[src/rtl/onewire_temp_if.sv]
// onewire_temp_if: bus-side signals between the 1-Wire responder and its pad/host logic
interface onewire_temp_if;
  logic dq_in;
  logic dq_oe;
  logic [15:0] temp_data;
  logic conv_req;
  logic cmd_err;
  logic busy;
  modport slave (input dq_in, temp_data, output dq_oe, conv_req, cmd_err, busy);
  modport master (output dq_in, temp_data, input dq_oe, conv_req, cmd_err, busy);
endinterface

[src/rtl/onewire_temp_slave.sv]
// onewire_temp_slave: DS18B20-style 1-Wire responder (presence, SKIP ROM, CONVERT T, READ SCRATCHPAD word)
module onewire_temp_slave #(
  parameter int CLK_FREQ_MHZ = 50,
  parameter int RST_MIN_US = 400,
  parameter int PD_WAIT_US = 30,
  parameter int PD_LEN_US = 120,
  parameter int SAMPLE_US = 30,
  parameter int TX_HOLD_US = 30
) (
  input logic sys_clk,
  input logic sys_rst_n,
  onewire_temp_if.slave bus
);
  typedef enum logic [2:0] {IDLE, PD_WAIT, PD_DRIVE, ROM_CMD, FUNC_CMD, TX} state_t;
  localparam int PW = CLK_FREQ_MHZ > 1 ? $clog2(CLK_FREQ_MHZ) : 1;
  state_t state, state_n;
  logic dq_s1, dq_s2, dq_d;
  logic [1:0] rel_cnt;
  logic [PW-1:0] presc;
  logic [9:0] slot_us;
  logic slot_pend, tx_drive, tx_drive_n;
  logic [2:0] bit_cnt;
  logic [7:0] rx_byte, byte_n;
  logic [15:0] tx_shift;
  logic [4:0] tx_cnt;
  logic quiet, mfall, rst_rise, us_tick, sample, byte_done, pd_go, clr, conv_n, err_n;
  // Edges are only trusted once our own drive has been off long enough to clear the synchroniser.
  assign quiet = !bus.dq_oe && rel_cnt == 2'd3;
  assign mfall = quiet && dq_d && !dq_s2;
  assign rst_rise = quiet && !dq_d && dq_s2 && slot_us >= 10'(RST_MIN_US);
  assign us_tick = presc == PW'(CLK_FREQ_MHZ - 1);
  assign sample = slot_pend && slot_us == 10'(SAMPLE_US) && (state == ROM_CMD || state == FUNC_CMD);
  assign byte_n = {dq_s2, rx_byte[7:1]};
  assign byte_done = sample && bit_cnt == 3'd7;
  assign pd_go = state == PD_WAIT && slot_us == 10'(PD_WAIT_US);
  // The us timebase also restarts at reset release and presence start so it can time those phases.
  assign clr = mfall || rst_rise || pd_go;
  always_comb begin
    state_n = state;
    conv_n = 1'b0;
    err_n = 1'b0;
    if (rst_rise) state_n = PD_WAIT;
    else if (pd_go) state_n = PD_DRIVE;
    else if (state == PD_DRIVE && slot_us == 10'(PD_LEN_US)) state_n = ROM_CMD;
    else if (byte_done && state == ROM_CMD) begin
      state_n = byte_n == 8'hCC ? FUNC_CMD : IDLE;
      err_n = byte_n != 8'hCC;
    end else if (byte_done) begin
      state_n = byte_n == 8'hBE ? TX : IDLE;
      conv_n = byte_n == 8'h44;
      err_n = byte_n != 8'h44 && byte_n != 8'hBE;
    end else if (state == TX && tx_cnt == 5'd16 && !tx_drive) state_n = IDLE;
    tx_drive_n = rst_rise ? 1'b0 :
                 (state == TX && mfall && tx_cnt != 5'd16) ? !tx_shift[0] :
                 slot_us >= 10'(TX_HOLD_US) ? 1'b0 : tx_drive;
  end
  always_ff @(posedge sys_clk or negedge sys_rst_n)
    if (!sys_rst_n) state <= IDLE;
    else state <= state_n;
  always_ff @(posedge sys_clk or negedge sys_rst_n)
    if (!sys_rst_n) begin
      {dq_s1, dq_s2, dq_d} <= 3'b000;
      rel_cnt <= 2'd0;
      presc <= '0;
      slot_us <= 10'd0;
      slot_pend <= 1'b0;
      bit_cnt <= 3'd0;
      rx_byte <= 8'd0;
      tx_shift <= 16'd0;
      tx_cnt <= 5'd0;
      tx_drive <= 1'b0;
      bus.dq_oe <= 1'b0;
      bus.conv_req <= 1'b0;
      bus.cmd_err <= 1'b0;
      bus.busy <= 1'b0;
    end else begin
      {dq_s1, dq_s2, dq_d} <= {bus.dq_in, dq_s1, dq_s2};
      rel_cnt <= bus.dq_oe ? 2'd0 : rel_cnt == 2'd3 ? rel_cnt : rel_cnt + 2'd1;
      presc <= (clr || us_tick) ? '0 : presc + PW'(1);
      slot_us <= clr ? 10'd0 : (us_tick && slot_us != 10'd1023) ? slot_us + 10'd1 : slot_us;
      slot_pend <= rst_rise ? 1'b0 : mfall ? 1'b1 : sample ? 1'b0 : slot_pend;
      bit_cnt <= state_n != state ? 3'd0 : sample ? bit_cnt + 3'd1 : bit_cnt;
      rx_byte <= sample ? byte_n : rx_byte;
      // The drive decision is latched from bit 0 at slot start, so the shift can happen immediately.
      tx_shift <= (state_n == TX && state != TX) ? bus.temp_data :
                  (state == TX && mfall) ? tx_shift >> 1 : tx_shift;
      tx_cnt <= state != TX ? 5'd0 : (mfall && tx_cnt != 5'd16) ? tx_cnt + 5'd1 : tx_cnt;
      tx_drive <= tx_drive_n;
      bus.dq_oe <= state_n == PD_DRIVE || tx_drive_n;
      bus.conv_req <= conv_n;
      bus.cmd_err <= err_n;
      bus.busy <= state_n != IDLE;
    end
endmodule

[src/flat_wrapper.sv]
// flat-port wrapper written by rule: the top's interface ports become plain ports
module onewire_temp_slave_flat 
#(
  parameter int CLK_FREQ_MHZ = 50,
  parameter int RST_MIN_US = 400,
  parameter int PD_WAIT_US = 30,
  parameter int PD_LEN_US = 120,
  parameter int SAMPLE_US = 30,
  parameter int TX_HOLD_US = 30
)
  (sys_clk, sys_rst_n, bus_dq_in, bus_temp_data, bus_dq_oe, bus_conv_req, bus_cmd_err, bus_busy);
  onewire_temp_if bus_i ();
  input logic sys_clk;
  input logic sys_rst_n;
  input wire logic [$bits(bus_i.dq_in)-1:0] bus_dq_in;
  input wire logic [$bits(bus_i.temp_data)-1:0] bus_temp_data;
  output wire logic [$bits(bus_i.dq_oe)-1:0] bus_dq_oe;
  output wire logic [$bits(bus_i.conv_req)-1:0] bus_conv_req;
  output wire logic [$bits(bus_i.cmd_err)-1:0] bus_cmd_err;
  output wire logic [$bits(bus_i.busy)-1:0] bus_busy;
  assign bus_i.dq_in = bus_dq_in;
  assign bus_i.temp_data = bus_temp_data;
  assign bus_dq_oe = bus_i.dq_oe;
  assign bus_conv_req = bus_i.conv_req;
  assign bus_cmd_err = bus_i.cmd_err;
  assign bus_busy = bus_i.busy;
  onewire_temp_slave #(.CLK_FREQ_MHZ(CLK_FREQ_MHZ), .RST_MIN_US(RST_MIN_US), .PD_WAIT_US(PD_WAIT_US), .PD_LEN_US(PD_LEN_US), .SAMPLE_US(SAMPLE_US), .TX_HOLD_US(TX_HOLD_US)) u_core (.sys_clk(sys_clk), .sys_rst_n(sys_rst_n), .bus(bus_i));
endmodule
[config.mk]
export PLATFORM = sky130hd
export DESIGN_NAME = onewire_temp_slave_flat
export DESIGN_NICKNAME = d
export VERILOG_FILES = /design/src/rtl/onewire_temp_if.sv /design/src/rtl/onewire_temp_slave.sv /design/src/flat_wrapper.sv
export SDC_FILE = /design/constraint.sdc
export NUM_CORES = 1
export LEC_CHECK = 0
export CAP_MARGIN = 20
export CORE_MARGIN = 1.5
export CORE_UTILIZATION = 60
export DETAILED_ROUTE_END_ITERATION = 10
export GPL_TIMING_DRIVEN = 1
export PLACE_DENSITY = 0.8
export SLEW_MARGIN = 20
export SYNTH_ARGS = -nofsm -noshare
export SYNTH_HDL_FRONTEND = slang
export SYNTH_SLANG_ARGS = --single-unit
[constraint.sdc]
create_clock -name sys_clk -period 4.6 [get_ports sys_clk]
set_clock_uncertainty 0.1 [all_clocks]
set_input_delay 0.46 -clock sys_clk [delete_from_list [all_inputs] [get_ports sys_clk]]
set_output_delay 0.46 -clock sys_clk [all_outputs]
set_load 0.05 [all_outputs]
## Yosys cells after proc, flatten, opt, wreduce, memory -nomap -nowiden

Index checks and enable logic that the tools add are counted.

| word-level totals | value |
|---|---|
| bits in registers | 62 |
| input port bits | 19 |
| output and inout bits | 4 |
| logic and storage cells | 119 |

| cells by class | value |
|---|---|
| $add $sub $neg | 5 |
| magnitude comparators | 2 |
| equal/unequal tests | 24 |
| muxes and demuxes | 35 |
| reduce and logical (&&, ||, !) cells | 36 |

Operators with widths:

| cell | number |
|---|---|
| $mux 16 | 2 |
| $mux 3 | 10 |
| $logic_and 1x1->1 | 20 |
| $mux 10 | 2 |
| $eq 8x8->1 const B | 2 |
| $mux 1 | 16 |
| $ne 8x8->1 const B | 2 |
| $eq 3x3->1 const B | 4 |
| $add 10x1->10 const B | 1 |
| $eq 10x5->1 const B | 1 |
| $eq 10x7->1 const B | 1 |
| $ge 10x5->1 const B | 1 |
| $ge 10x9->1 const B | 1 |
| $mux 5 | 2 |
| $ne 10x10->1 const B | 1 |
| $eq 3x2->1 const B | 3 |
| $eq 8x7->1 const B | 1 |
| $ne 8x7->1 const B | 1 |
| $reduce_bool 2->1 | 4 |
| $add 6x1->6 const B | 1 |
| $eq 6x6->1 const B | 1 |
| $mux 6 | 1 |
| $reduce_bool 3->1 | 2 |
| $add 5x1->5 const B | 1 |
| other kinds (12) | 21 |

## Longest topological paths before layout

Gate-level depths: netlist (run 1).

| logic depth | value |
|---|---|
| depth in word-level cells | 12 |
| depth in mapped cells | 8 |

## Worst setup path after synthesis (run 1)

No wires, ideal clock.

| timing path | value |
|---|---|
| path kind | reg-to-reg |
| start | register u_core.bus.dq_oe |
| end | register u_core.tx_shift[10] |
| library setup time | 137 ps |
| data arrival time | 1961 ps |
| required time | 4363 ps |
| path slack | 2402 ps |
| cell stages (with the launch flop) | 6 |
| period minus slack after synthesis | 2198 ps |
| cell sequence | dfrtp_1 and4bb_2 nand2_1 clkbuf_1 mux2i_1 a21oi_1 |

| between the ends | value |
|---|---|
| cells in the longest elaborated chain, start to end | 9 |
| elaborated cells between the ends (all ways) | 13 |

Ends and longest elaborated chain:

| element | line | RTL |
|---|---|---|
| start: declaration | onewire_temp_if.sv:9 | `modport slave (input dq_in, temp_data, output dq_oe, conv_req, cmd_err, busy);` |
| start signal: assignment | onewire_temp_slave.sv:89 | `bus.dq_oe <= state_n == PD_DRIVE \|\| tx_drive_n;` |
| $logic_not 1->1 (*) | onewire_temp_slave.sv:28 | `assign quiet = !bus.dq_oe && rel_cnt == 2'd3;` |
| $logic_and 1x1->1 (*) | onewire_temp_slave.sv:28 |  |
| $logic_and 1x1->1 (3 in a row) | onewire_temp_slave.sv:30 | `assign rst_rise = quiet && !dq_d && dq_s2 && slot_us >= 10'(RST_MIN_US);` |
| $mux 3 | onewire_temp_slave.sv:42 | `if (rst_rise) state_n = PD_WAIT;` |
| $eq 3x3->1 | onewire_temp_slave.sv:85 | `tx_shift <= (state_n == TX && state != TX) ? bus.temp_data :` |
| $logic_and 1x1->1 | onewire_temp_slave.sv:85 |  |
| $mux 16 or $reduce_bool 2->1 (tied branches) | -- |  |
| end signal: assignment | onewire_temp_slave.sv:85 |  |
| end: declaration | onewire_temp_slave.sv:24 | `logic [15:0] tx_shift;` |

Every way passes the cells marked *; elsewhere a longest branch is shown, timed or not.
A chain may end at the register's enable or synchronous reset.

## Worst setup path after layout (run 1)

| timing path | value |
|---|---|
| start | register u_core.state[2] |
| end | register u_core.bit_cnt[2] |

| between the ends | value |
|---|---|
| cells in the longest elaborated chain, start to end | 11 |
| elaborated cells between the ends (all ways) | 22 |

Ends and longest elaborated chain:

| element | line | RTL |
|---|---|---|
| start: declaration | onewire_temp_slave.sv:16 | `state_t state, state_n;` |
| start signal: assignment | onewire_temp_slave.sv:59 | `else state <= state_n;` |
| $eq 3x3->1 (tied with other cells) | onewire_temp_slave.sv:52 | `end else if (state == TX && tx_cnt == 5'd16 && !tx_drive) state_n = IDLE;` |
| $logic_and 1x1->1 or $logic_or 1x1->1 (tied branches) | onewire_temp_slave.sv:52, onewire_temp_slave.sv:32 |  |
| $logic_and 1x1->1, on equally long branches | onewire_temp_slave.sv:52, onewire_temp_slave.sv:32 |  |
| $mux 3 or $logic_and 1x1->1 (tied branches) | onewire_temp_slave.sv:52, onewire_temp_slave.sv:34 |  |
| $mux 3 or $logic_and 1x1->1 (tied branches) | onewire_temp_slave.sv:48, onewire_temp_slave.sv:45 |  |
| $mux 3 | onewire_temp_slave.sv:45 | `else if (byte_done && state == ROM_CMD) begin` |
| $mux 3 | onewire_temp_slave.sv:44 | `else if (state == PD_DRIVE && slot_us == 10'(PD_LEN_US)) state_n = ROM_CMD;` |
| $mux 3 | onewire_temp_slave.sv:43 | `else if (pd_go) state_n = PD_DRIVE;` |
| $mux 3 | onewire_temp_slave.sv:42 |  |
| $ne 3x3->1 | onewire_temp_slave.sv:82 | `bit_cnt <= state_n != state ? 3'd0 : sample ? bit_cnt + 3'd1 : bit_cnt;` |
| $mux 3 or $reduce_bool 2->1 (tied branches) | -- |  |
| end signal: assignment | onewire_temp_slave.sv:82 |  |
| end: declaration | onewire_temp_slave.sv:22 | `logic [2:0] bit_cnt;` |

Several ways; a longest one is shown, not always the timed one.

==> reports/results.ini, run 1 <==
[timing]
fin_crit_sh_pct = 58.57
setup_tns_ns = 0
max_freq_mhz = 371.2
slew_headroom_pct = 35.00
finalSetupViolations = 0
fin_crit_ns = 2.694
worst_slew_pin_slew_ns = 0.9749
finalMaxSlewViolations = 0
finalHoldViolCount = 0
rsz0062_at_grt = false

[clocking]
clkTransAtPathRegs_ns = 0.07
insertion_delay_ns = 0.33
cts-root-buf = clkbuf_8
cts.sinks = 61
htreeDepth = 3
cts_resized = 0
cts_buffer_depth = 2
cts_tree = done
ctsHoldBuffers = 0
numCtsBuffers = 9
postCtsSetupBuffers = 0

[setup_path]
cp_slowest_stage_delay_ns = 0.79
critPathLaunchType = flip-flop
crit_type = reg2reg
crit_chain = and3b_4 > nor4_4 > or3b_1 > a32oi_1 > a211o_1 > nor2_1
worstPathRequired_ns = 4.72
arrival_ns = 2.81
worst_r2r_path_depth = 6
endpoint_kind = flip-flop
crit_path_top_delay_cell = or3b_1
critPathMaxFanout = 32

[pwr]
ir_drop_uv = 243.2
leakage_nw = 1.643
powerDensity_nw_per_um2 = 297.1

[synth]
yosys_register_bits = 61
synthDistinctLibCells = 58
yosys_warnings = 0
synth_edf_count = 0
synth_area_per_cell_um2 = 10.67
synth_fp_nets = 316
synth_flop_cell = dfrtp_1
netlist_instances = 288
ys_async_sr_fraction_pct = 100.0
yosysSeqAreaShare_pct = 49.67
syn-cell-area_um2 = 3073

[floorplanning]
core_um2 = 4817
ios = 23
die_h_um = 74.57
initial_utilization_pct = 63.79
die_x_um = 74.57
num_rows = 25
dieArea_um2 = 5560

[cells_and_area]
fin_nets = 341
n_fill_cell = 390
fin_util_pct = 72.55
synthToLayoutAreaGrowth_pct = 13.72
regArea_um2 = 1526
n_antenna_cell = 0
final_cell_mix = 61 x dfrtp_1, 49 x nor2_1, 21 x clkdlybuf4s50_1
multi_input_area_um2 = 1476
mostFrequentLayoutCell = dfrtp_1
drive_above_1_share_pct = 8.833

[global_route]
grt_most_used_layer = met2
globalRouteTotalUtil_pct = 22.23
use_met1_pct = 28.94
grt_overflow_total = 0
grt_max_degree = 62
grt_first_pass_wirelength_um = 9087
grt_pass1_vias = 2016
antenna_found_initial = 0
met3_usage_pct = 3.659
gr-usage-met2_pct = 35.91

[route]
antenna_left = 0
drt_first_pass_iters = 4
drtIter0Drc = 126
dr_total_vias = 2148
drcViolationCount = 0
wire_per_inst_um = 14.16
totalWireLength_um = 5438
via_per_inst = 5.594

[run_status]
status = finished clean

[flow_run]
drv_cap = 0

[placement]
io_buffers = 22
gp_congestion = 0.8982
place.detailed.hpwl_um = 3816

[worst_hold_path]
hold_path_class = in2async

[sequential cells by signal, summed over array words and instances (netlist names), 2 cells and up]
register,flops
u_core.presc,6
u_core.bit_cnt,3
u_core.tx_cnt,5
u_core.slot_us,10
u_core.rx_byte,7
u_core.tx_shift,16
u_core.state,3
u_core.rel_cnt,2
[cell usage after synthesis, types with 2 or more instances]
library cell	number	share of area (%)
inv_1	7	0.86
or3b_1	2	0.57
ha_1	9	3.7
dfrtp_1	61	50
or3_1	2	0.41
nor4_1	5	1.0
nor3b_1	2	0.49
xnor2_1	6	1.7
mux2i_1	19	6.2
nand2b_1	5	1.0
buf_2	2	0.33
o21ai_1	2	0.33
nand2_1	18	2.2
nor2_1	49	6.0
mux2_1	7	2.6
nor3_1	2	0.33
o2111ai_1	2	0.57
a211oi_1	2	0.49
nor3_2	2	0.65
clkbuf_1	6	0.73
o21ai_0	2	0.33
nand4_1	5	1.0
xor2_1	13	3.7
nand3_1	8	1.3
a21oi_1	17	2.8
[power breakdown]
group	switching (W)	total (W)	internal, W
clock network	0.000190	0.000396	0.000206
registers	0.0000187	0.000576	0.000558
logic	0.0000319	0.0000662	0.0000343
total	0.000240	0.00104	0.000798
[through the flow]
stage               hold slack [ns]  total power, W  cell area, um^2  setup WS, ns  cells
finish                       0.1820        0.001038             3495         1.906    384
detailed placement           0.2583       0.0006535             3336         1.955    369
global route                 0.2595        0.001078             3495         1.687    384
CTS                          0.2047        0.001046             3495         1.939    384
floorplan                   0.06441       0.0006170             3073         2.402    288
global placement             0.2316       0.0006496             3336         1.996    369
[path summary, 6_finish.rpt]
check | startpoint | to | slack, ns
min in group sys_clk | u_core.dq_s1$_DFF_PN0_ | u_core.dq_s2$_DFF_PN0_ | 0.27
max in group asynchronous | sys_rst_n | u_core.tx_shift[14]$_DFFE_PN0P_ | 3.73
worst min register to register | u_core.dq_s1$_DFF_PN0_ | u_core.dq_s2$_DFF_PN0_ | 0.27
worst min-delay path | sys_rst_n | u_core.tx_cnt[4]$_DFFE_PN0P_ | 0.18
worst max register to register | u_core.state[2]$_DFF_PN0_ | u_core.bit_cnt[2]$_DFFE_PN0P_ | 1.91
worst max-delay path | u_core.state[2]$_DFF_PN0_ | u_core.bit_cnt[2]$_DFFE_PN0P_ | 1.91
[final cells by class]
cell class / instances / share of cell area [%]
flip-flops and latches: 61 / 43.68
multi-input cells: 211 / 42.25
clock buffers: 13 / 4.261
clock inverters: 2 / 0.2864
inverters: 7 / 0.7519
well taps: 67 / 2.399
repair buffers: 23 / 6.373
[cell families (layout without fill, tap and decap cells)]
group                    Yosys count  after routing  synth area share [%]
AO/OA/AOI/OAI                     36             36                 7.655
XOR/XNOR                          19             19                 5.415
multiplexers                      26             26                 8.754
adder cells (fa/ha/maj)            9              9                 3.665
AND/OR/NAND/NOR                  121            121                 22.56
flip-flops                        61             61                 49.67
buffers and inverters             16             45                 2.280
[layer usage]
metal | part of all wire, % | vias to the layer above
met4 | 2.1 | 0
met5 | 0 | -
met2 | 46 | 43
met3 | 2.9 | 10
met1 | 49 | 1026
li1 | - | 1069
[critical path, delay by kind of cell, from the launching register on]
kind            cells  cell delay (ns)
flops               1             0.53
compound gates      2             0.49
simple gates        4             1.46
Power figures use the tool's default switching activity.
==> inputs of run 2 (changes only) <==
- CORE_UTILIZATION: 60 -> 52
- PLACE_DENSITY: 0.8 -> 0.74
- clock period: 4.6 -> 2.2 ns (I/O delays scaled with it)
==> run 2 against run 1 <==
Compared with the run above:
- fmax grew 23%
- via count grew 6.6%
- total power grew 140%
- die area grew 15%
- critical endpoint is now u_core.bus.busy$_DFF_PN0_
- largest power group unchanged
- register-to-register slack lost 1.9 ns
- highest routed layer unchanged
- worst hold slack gained 0.036 ns
- final cell count grew 9.9%
- worst setup slack lost 1.9 ns
- first-iteration DRC count grew 29%
- count of clock-buffer cells in the layout shrank 1
==> reports/results.ini, run 2 (synthesis gave the netlist of run 1 again) <==
[run_status]
status = finished clean

[setup_path]
path_buf_inv = 1
endpoint_kind = flip-flop
critPathMaxFanout = 3
crit_path_top_delay_cell = dfrtp_1
path_delay_family = simple AND/OR/NAND/NOR gates
critPathLaunchType = flip-flop
arrival_ns = 2.31
cp_slowest_stage_delay_ns = 0.40
crit_chain = inv_1 > ha_1 > nand4bb_1 > or3_4 > o31a_1 > a211oi_2 > o21ai_2 > or3b_1
crit_type = reg2reg
worstPathRequired_ns = 2.33

[cells_and_area]
fin_nets = 373
final_area_um2 = 3913
drive_above_1_share_pct = 21.14
final_cell_mix = 61 x dfrtp_1, 49 x nor2_1, 29 x buf_4
mostFrequentLayoutCell = dfrtp_1
largest_reg_flops = 16
reg_top3 = u_core.tx_shift x16, u_core.slot_us x10, u_core.rx_byte x7
final_cells = 422
regMostFlops = u_core.tx_shift
n_antenna_cell = 0
synthToLayoutAreaGrowth_pct = 27.32

[flow_run]
drv_cap = 0

[clocking]
clkTransAtPathRegs_ns = 0.07
cts_buffer_depth = 2
htreeDepth = 3
cts.sinks = 61
numCtsBuffers = 9
cts_tree = done
cts-root-buf = clkbuf_8
insertion_delay_ns = 0.34

[global_route]
grt_overflow_total = 0
grt_first_pass_wirelength_um = 10260
antenna_found_initial = 0
grt_max_degree = 37
globalRouteTotalUtil_pct = 21.43
grt_pass1_vias = 2245

[pwr]
leakage_nw = 1.882
ir_drop_uv = 356.0
powerDensity_nw_per_um2 = 630.0

[timing]
holdWs_ns = 0.2176
finalMaxSlewViolations = 0
worst_slew_pin_slew_ns = 0.5906
max_freq_mhz = 457.0
fin_crit_ns = 2.188
fin_crit_sh_pct = 99.46
finalSetupViolations = 0
slew_headroom_pct = 60.62
rsz0062_at_grt = true
finalHoldViolCount = 0
setup_tns_ns = 0

[route]
dr_total_vias = 2290
via_per_inst = 5.427
antenna_left = 0
wire_per_inst_um = 14.28
drt_first_pass_iters = 4
drtIter0Drc = 162
totalWireLength_um = 6025
drcViolationCount = 0

[placement]
dp.cells = 402
place.detailed.hpwl_um = 4208
postPlaceCellArea_um2 = 3577
gp_congestion = 0.8374
io_buffers = 22

[floorplanning]
ios = 23
dieArea_um2 = 6380
die_x_um = 79.88
num_rows = 27
initial_utilization_pct = 54.80
core_um2 = 5608
die_h_um = 79.88

[worst_hold_path]
hold_path_class = in2reg

==> run 2: cell count changes in the layout (fill, tap and decap cells not counted), sizes merged <==
| cell | previous run | this run |
|---|---|---|
| buf | 2 | 33 |
| bufinv | 0 | 2 |
| clkbuf | 13 | 12 |
| dlygate4sd3 | 0 | 1 |
==> run 2: path summary, 6_finish.rpt <==
path / start / endpoint / slack, ns / cells after the start
worst max-delay path: u_core.tx_cnt[1]$_DFFE_PN0P_ / u_core.bus.busy$_DFF_PN0_ / 0.01 / 8
worst min-delay path: bus_dq_in / u_core.dq_s1$_DFF_PN0_ / 0.22 / 1
worst max register to register: u_core.tx_cnt[1]$_DFFE_PN0P_ / u_core.bus.busy$_DFF_PN0_ / 0.01 / 8
worst min register to register: u_core.dq_s1$_DFF_PN0_ / u_core.dq_s2$_DFF_PN0_ / 0.27 / 0
max in group asynchronous: sys_rst_n / u_core.tx_shift[13]$_DFFE_PN0P_ / 1.10 / 3
min in group asynchronous: sys_rst_n / u_core.tx_cnt[2]$_DFFE_PN0P_ / 0.31 / 2
==> run 2: metal layers <==
metal / part of all wire, % / track usage (%) / vias to the layer above
li1: - / - / 1133
met5: 0 / 0 / -
met2: 48 / 33.98 / 52
met4: 1.3 / 7.931 / 0
met1: 46 / 27.21 / 1095
met3: 4.9 / 7.200 / 10
==> run 2: worst reg2reg max path, delay by kind of cell (launching register included) <==
| kind | cells | cell delay [ns] |
|---|---|---|
| buffers and inverters | 1 | 0.08 |
| adders and majority gates | 1 | 0.14 |
| AOI/OAI and AO/OA | 3 | 0.48 |
| and+or+nand+nor | 3 | 0.86 |
| DFF | 1 | 0.40 |
==> run 2: where the power goes <==
part / switching (W) / internal, W
Clock: 0.000421 / 0.000696
Combinational: 0.0000680 / 0.0000774
Sequential: 0.0000373 / 0.00117
==> run 2: area by class of cell <==
class                   instances  area [um^2]
clock buffers                  12        155.1
clock inverters                 4        70.07
fillers                       429         1695
inverters                       7        26.28
multi-input cells             211         1550
flip-flops and latches         61         1526
well taps                      72        90.09
repair buffers                 55        494.2
==> run 2: per-stage QoR <==
stage / total power [W] / setup WS [ns] / utilization [%]
finish: 0.002465 / 0.01185 / 69.77
floorplan: 0.001290 / 0.001795 / -
global route: 0.002577 / -0.09774 / 69.77
detailed placement: 0.001370 / 0.001327 / 63.79
global placement: 0.001367 / 0.02483 / 63.79
CTS: 0.002496 / 0.01460 / 68.07
==> run 2: repair_timing <==
item | in CTS | in global routing
gates resized for setup | 1 | 14
buffers inserted | 0 | 3
hold buffers | 1 | 0
pin swaps | 0 | 13
endpoints found under the hold margin | 25 | 0
endpoints found under the setup margin | 1 | 21
==> inputs of run 3 (changes only) <==
- CORE_UTILIZATION: 52 -> 57
- DONT_BUFFER_PORTS: not set -> 1
- PLACE_DENSITY: 0.74 -> 0.75
- SETUP_SLACK_MARGIN: not set -> 0.15
==> run 3 against run 2 <==
Compared with the run above:
- the run now ends with negative setup slack left
- design area rose by 5.3%
- utilization rose by 10 points
- clock power about the same
- via count grew 7.7%
- sequential share of layout area down 1.8 points
==> reports/results.ini, run 3 (synthesis gave the netlist of run 1 again) <==
[run_status]
violations = negative setup slack
status = finished, violations left

[timing]
fin_crit_ns = 2.294
fin_crit_sh_pct = 104.3
finalSetupViolations = 1
layout_setup_ws_ns = -0.09449
max_freq_mhz = 435.8
finalMaxSlewViolations = 0
slew_headroom_pct = 70.04
rsz0062_at_grt = true
worst_slew_pin_slew_ns = 0.4496
finalHoldViolCount = 0

[placement]
io_buffers = 0
postPlaceCellArea_um2 = 3411
dp.cells = 386
place.detailed.hpwl_um = 4340
gp_congestion = 0.9195

[pwr]
ir_drop_uv = 599.7
switching_power_w = 0.0005501
powerDensity_nw_per_um2 = 605.9
power.share.clock_pct = 45.1
leakage_nw = 2.006
power_switching_share_pct = 22.03
p_int_w = 0.001947
power.share.sequential_pct = 48.2
power_frac_comb_pct = 6.7

[route]
dr_total_vias = 2466
drt_first_pass_iters = 4
drcViolationCount = 0
drtIter0Drc = 119
totalWireLength_um = 7164
antenna_left = 0
via_per_inst = 5.682
wire_per_inst_um = 16.51

[setup_path]
crit_chain = nor3_4 > nand4_4 > o31a_1 > a211oi_1 > o21ai_1 > or3b_1
endpoint_kind = flip-flop
crit_type = reg2reg
reg2reg_from = u_core.slot_us[8]$_DFFE_PN0P_
critPathMaxFanout = 3
worstPathRequired_ns = 2.33
rrSetupSlack_ns = -0.09
crit_start = u_core.slot_us[8]$_DFFE_PN0P_
critPathLaunchType = flip-flop
arrival_ns = 2.42
cp_slowest_stage_delay_ns = 0.41
crit_path_top_delay_cell = dfrtp_1

[global_route]
grt_max_degree = 62
antenna_found_initial = 0
globalRouteTotalUtil_pct = 25.28
grt_overflow_total = 0
grt_first_pass_wirelength_um = 11360
grt_pass1_vias = 2494

[cells_and_area]
multi_input_area_um2 = 1638
mostFrequentLayoutCell = dfrtp_1
regArea_um2 = 1533
final_cell_mix = 56 x dfrtp_1, 45 x buf_4, 42 x nor2_1
drive_above_1_share_pct = 30.22
n_antenna_cell = 0
largest_reg_flops = 16
synthToLayoutAreaGrowth_pct = 34.08
final_cells = 434
n_fill_cell = 331
final_area_um2 = 4120
fin_nets = 387
reg_top3 = u_core.tx_shift x16, u_core.slot_us x10, u_core.rx_byte x7
regMostFlops = u_core.tx_shift

[clocking]
clkTransAtPathRegs_ns = 0.07
cts-root-buf = clkbuf_8
insertion_delay_ns = 0.35
cts_tree = done
numCtsBuffers = 9
htreeDepth = 3
cts.sinks = 61
cts_buffer_depth = 2

[worst_hold_path]
min_from = u_core.dq_s1$_DFF_PN0_
hold_path_class = reg2reg

[floorplanning]
die_h_um = 76.43
dieArea_um2 = 5841
num_rows = 26
core_um2 = 5140
ios = 23
die_x_um = 76.43
initial_utilization_pct = 59.79

[flow_run]
drv_cap = 0

==> run 3: worst max-delay path: cells and delay by family (launching register included) <==
family             cells  cell delay [ns]
AOI/OAI and AO/OA      3             0.81
DFF                    1             0.41
and+or+nand+nor        3             0.88
==> run 3: what timing repair did <==
action / CTS / global route
resized for setup: 14 / 30
endpoints found under the setup margin: 32 / 37
hold buffers: 19 / 0
pin swaps: 5 / 14
endpoints found under the hold margin: 78 / 0
setup buffers: 6 / 7
==> run 3: area by class of cell <==
type                    count  area share (%)
clock buffers              12           3.766
multi-input cells         211           39.75
inverters                   7          0.6377
clock inverters             4           1.701
well taps                  70           2.126
flip-flops and latches     61           37.20
repair buffers             69           14.82
==> run 3: power groups by stage <==
| stage | Clock [W] | Sequential (W) | Combinational [W] |
|---|---|---|---|
| 2_1_floorplan | 0 | 0.00122 | 0.0000745 |
| 3_3_place_gp | 0 | 0.00122 | 0.0000889 |
| 3_5_place_dp | 0 | 0.00122 | 0.0000951 |
| 4_1_cts | 0.00115 | 0.00120 | 0.000151 |
| 5_1_grt | 0.00119 | 0.00121 | 0.000189 |
| 6_report | 0.00113 | 0.00120 | 0.000168 |
==> run 3: path summary, 6_finish.rpt <==
path | endpoint | cells after the start
min in group asynchronous | u_core.bus.busy$_DFF_PN0_ | 2
setup / recovery | u_core.bus.busy$_DFF_PN0_ | 6
hold / removal | u_core.dq_s2$_DFF_PN0_ | 0
max in group asynchronous | u_core.slot_us[7]$_DFFE_PN0P_ | 2
setup reg to reg | u_core.bus.busy$_DFF_PN0_ | 6
hold reg to reg | u_core.dq_s2$_DFF_PN0_ | 0
==> run 3: metal layers <==
| metal | part of all wire [%] | up-vias | track usage [%] | wire, um |
|---|---|---|---|---|
| met5 | 0 | - | 0 | 0 |
| met4 | 2.2 | 0 | 11.85 | 157 |
| met3 | 4.5 | 17 | 5.868 | 324 |
| met2 | 53 | 73 | 43.39 | 3787 |
| met1 | 40 | 1218 | 30.00 | 2895 |
| li1 | - | 1158 | - | - |
==> run 3: through the flow <==
step	power (W)	TNS, ns	hold WS (ns)	util, %	worst slack, ns
2_1_floorplan	0.001290	0	-0.1756	-	0.1576
3_3_place_gp	0.001311	0	-0.1740	66.36	0.04337
3_5_place_dp	0.001319	-0.03606	-0.1744	66.36	-0.02785
4_1_cts	0.002504	-0.004552	0.2696	76.75	-0.004552
5_1_grt	0.002593	-0.2249	0.2831	80.16	-0.1600
6_report	0.002497	-0.09449	0.2703	80.16	-0.09449
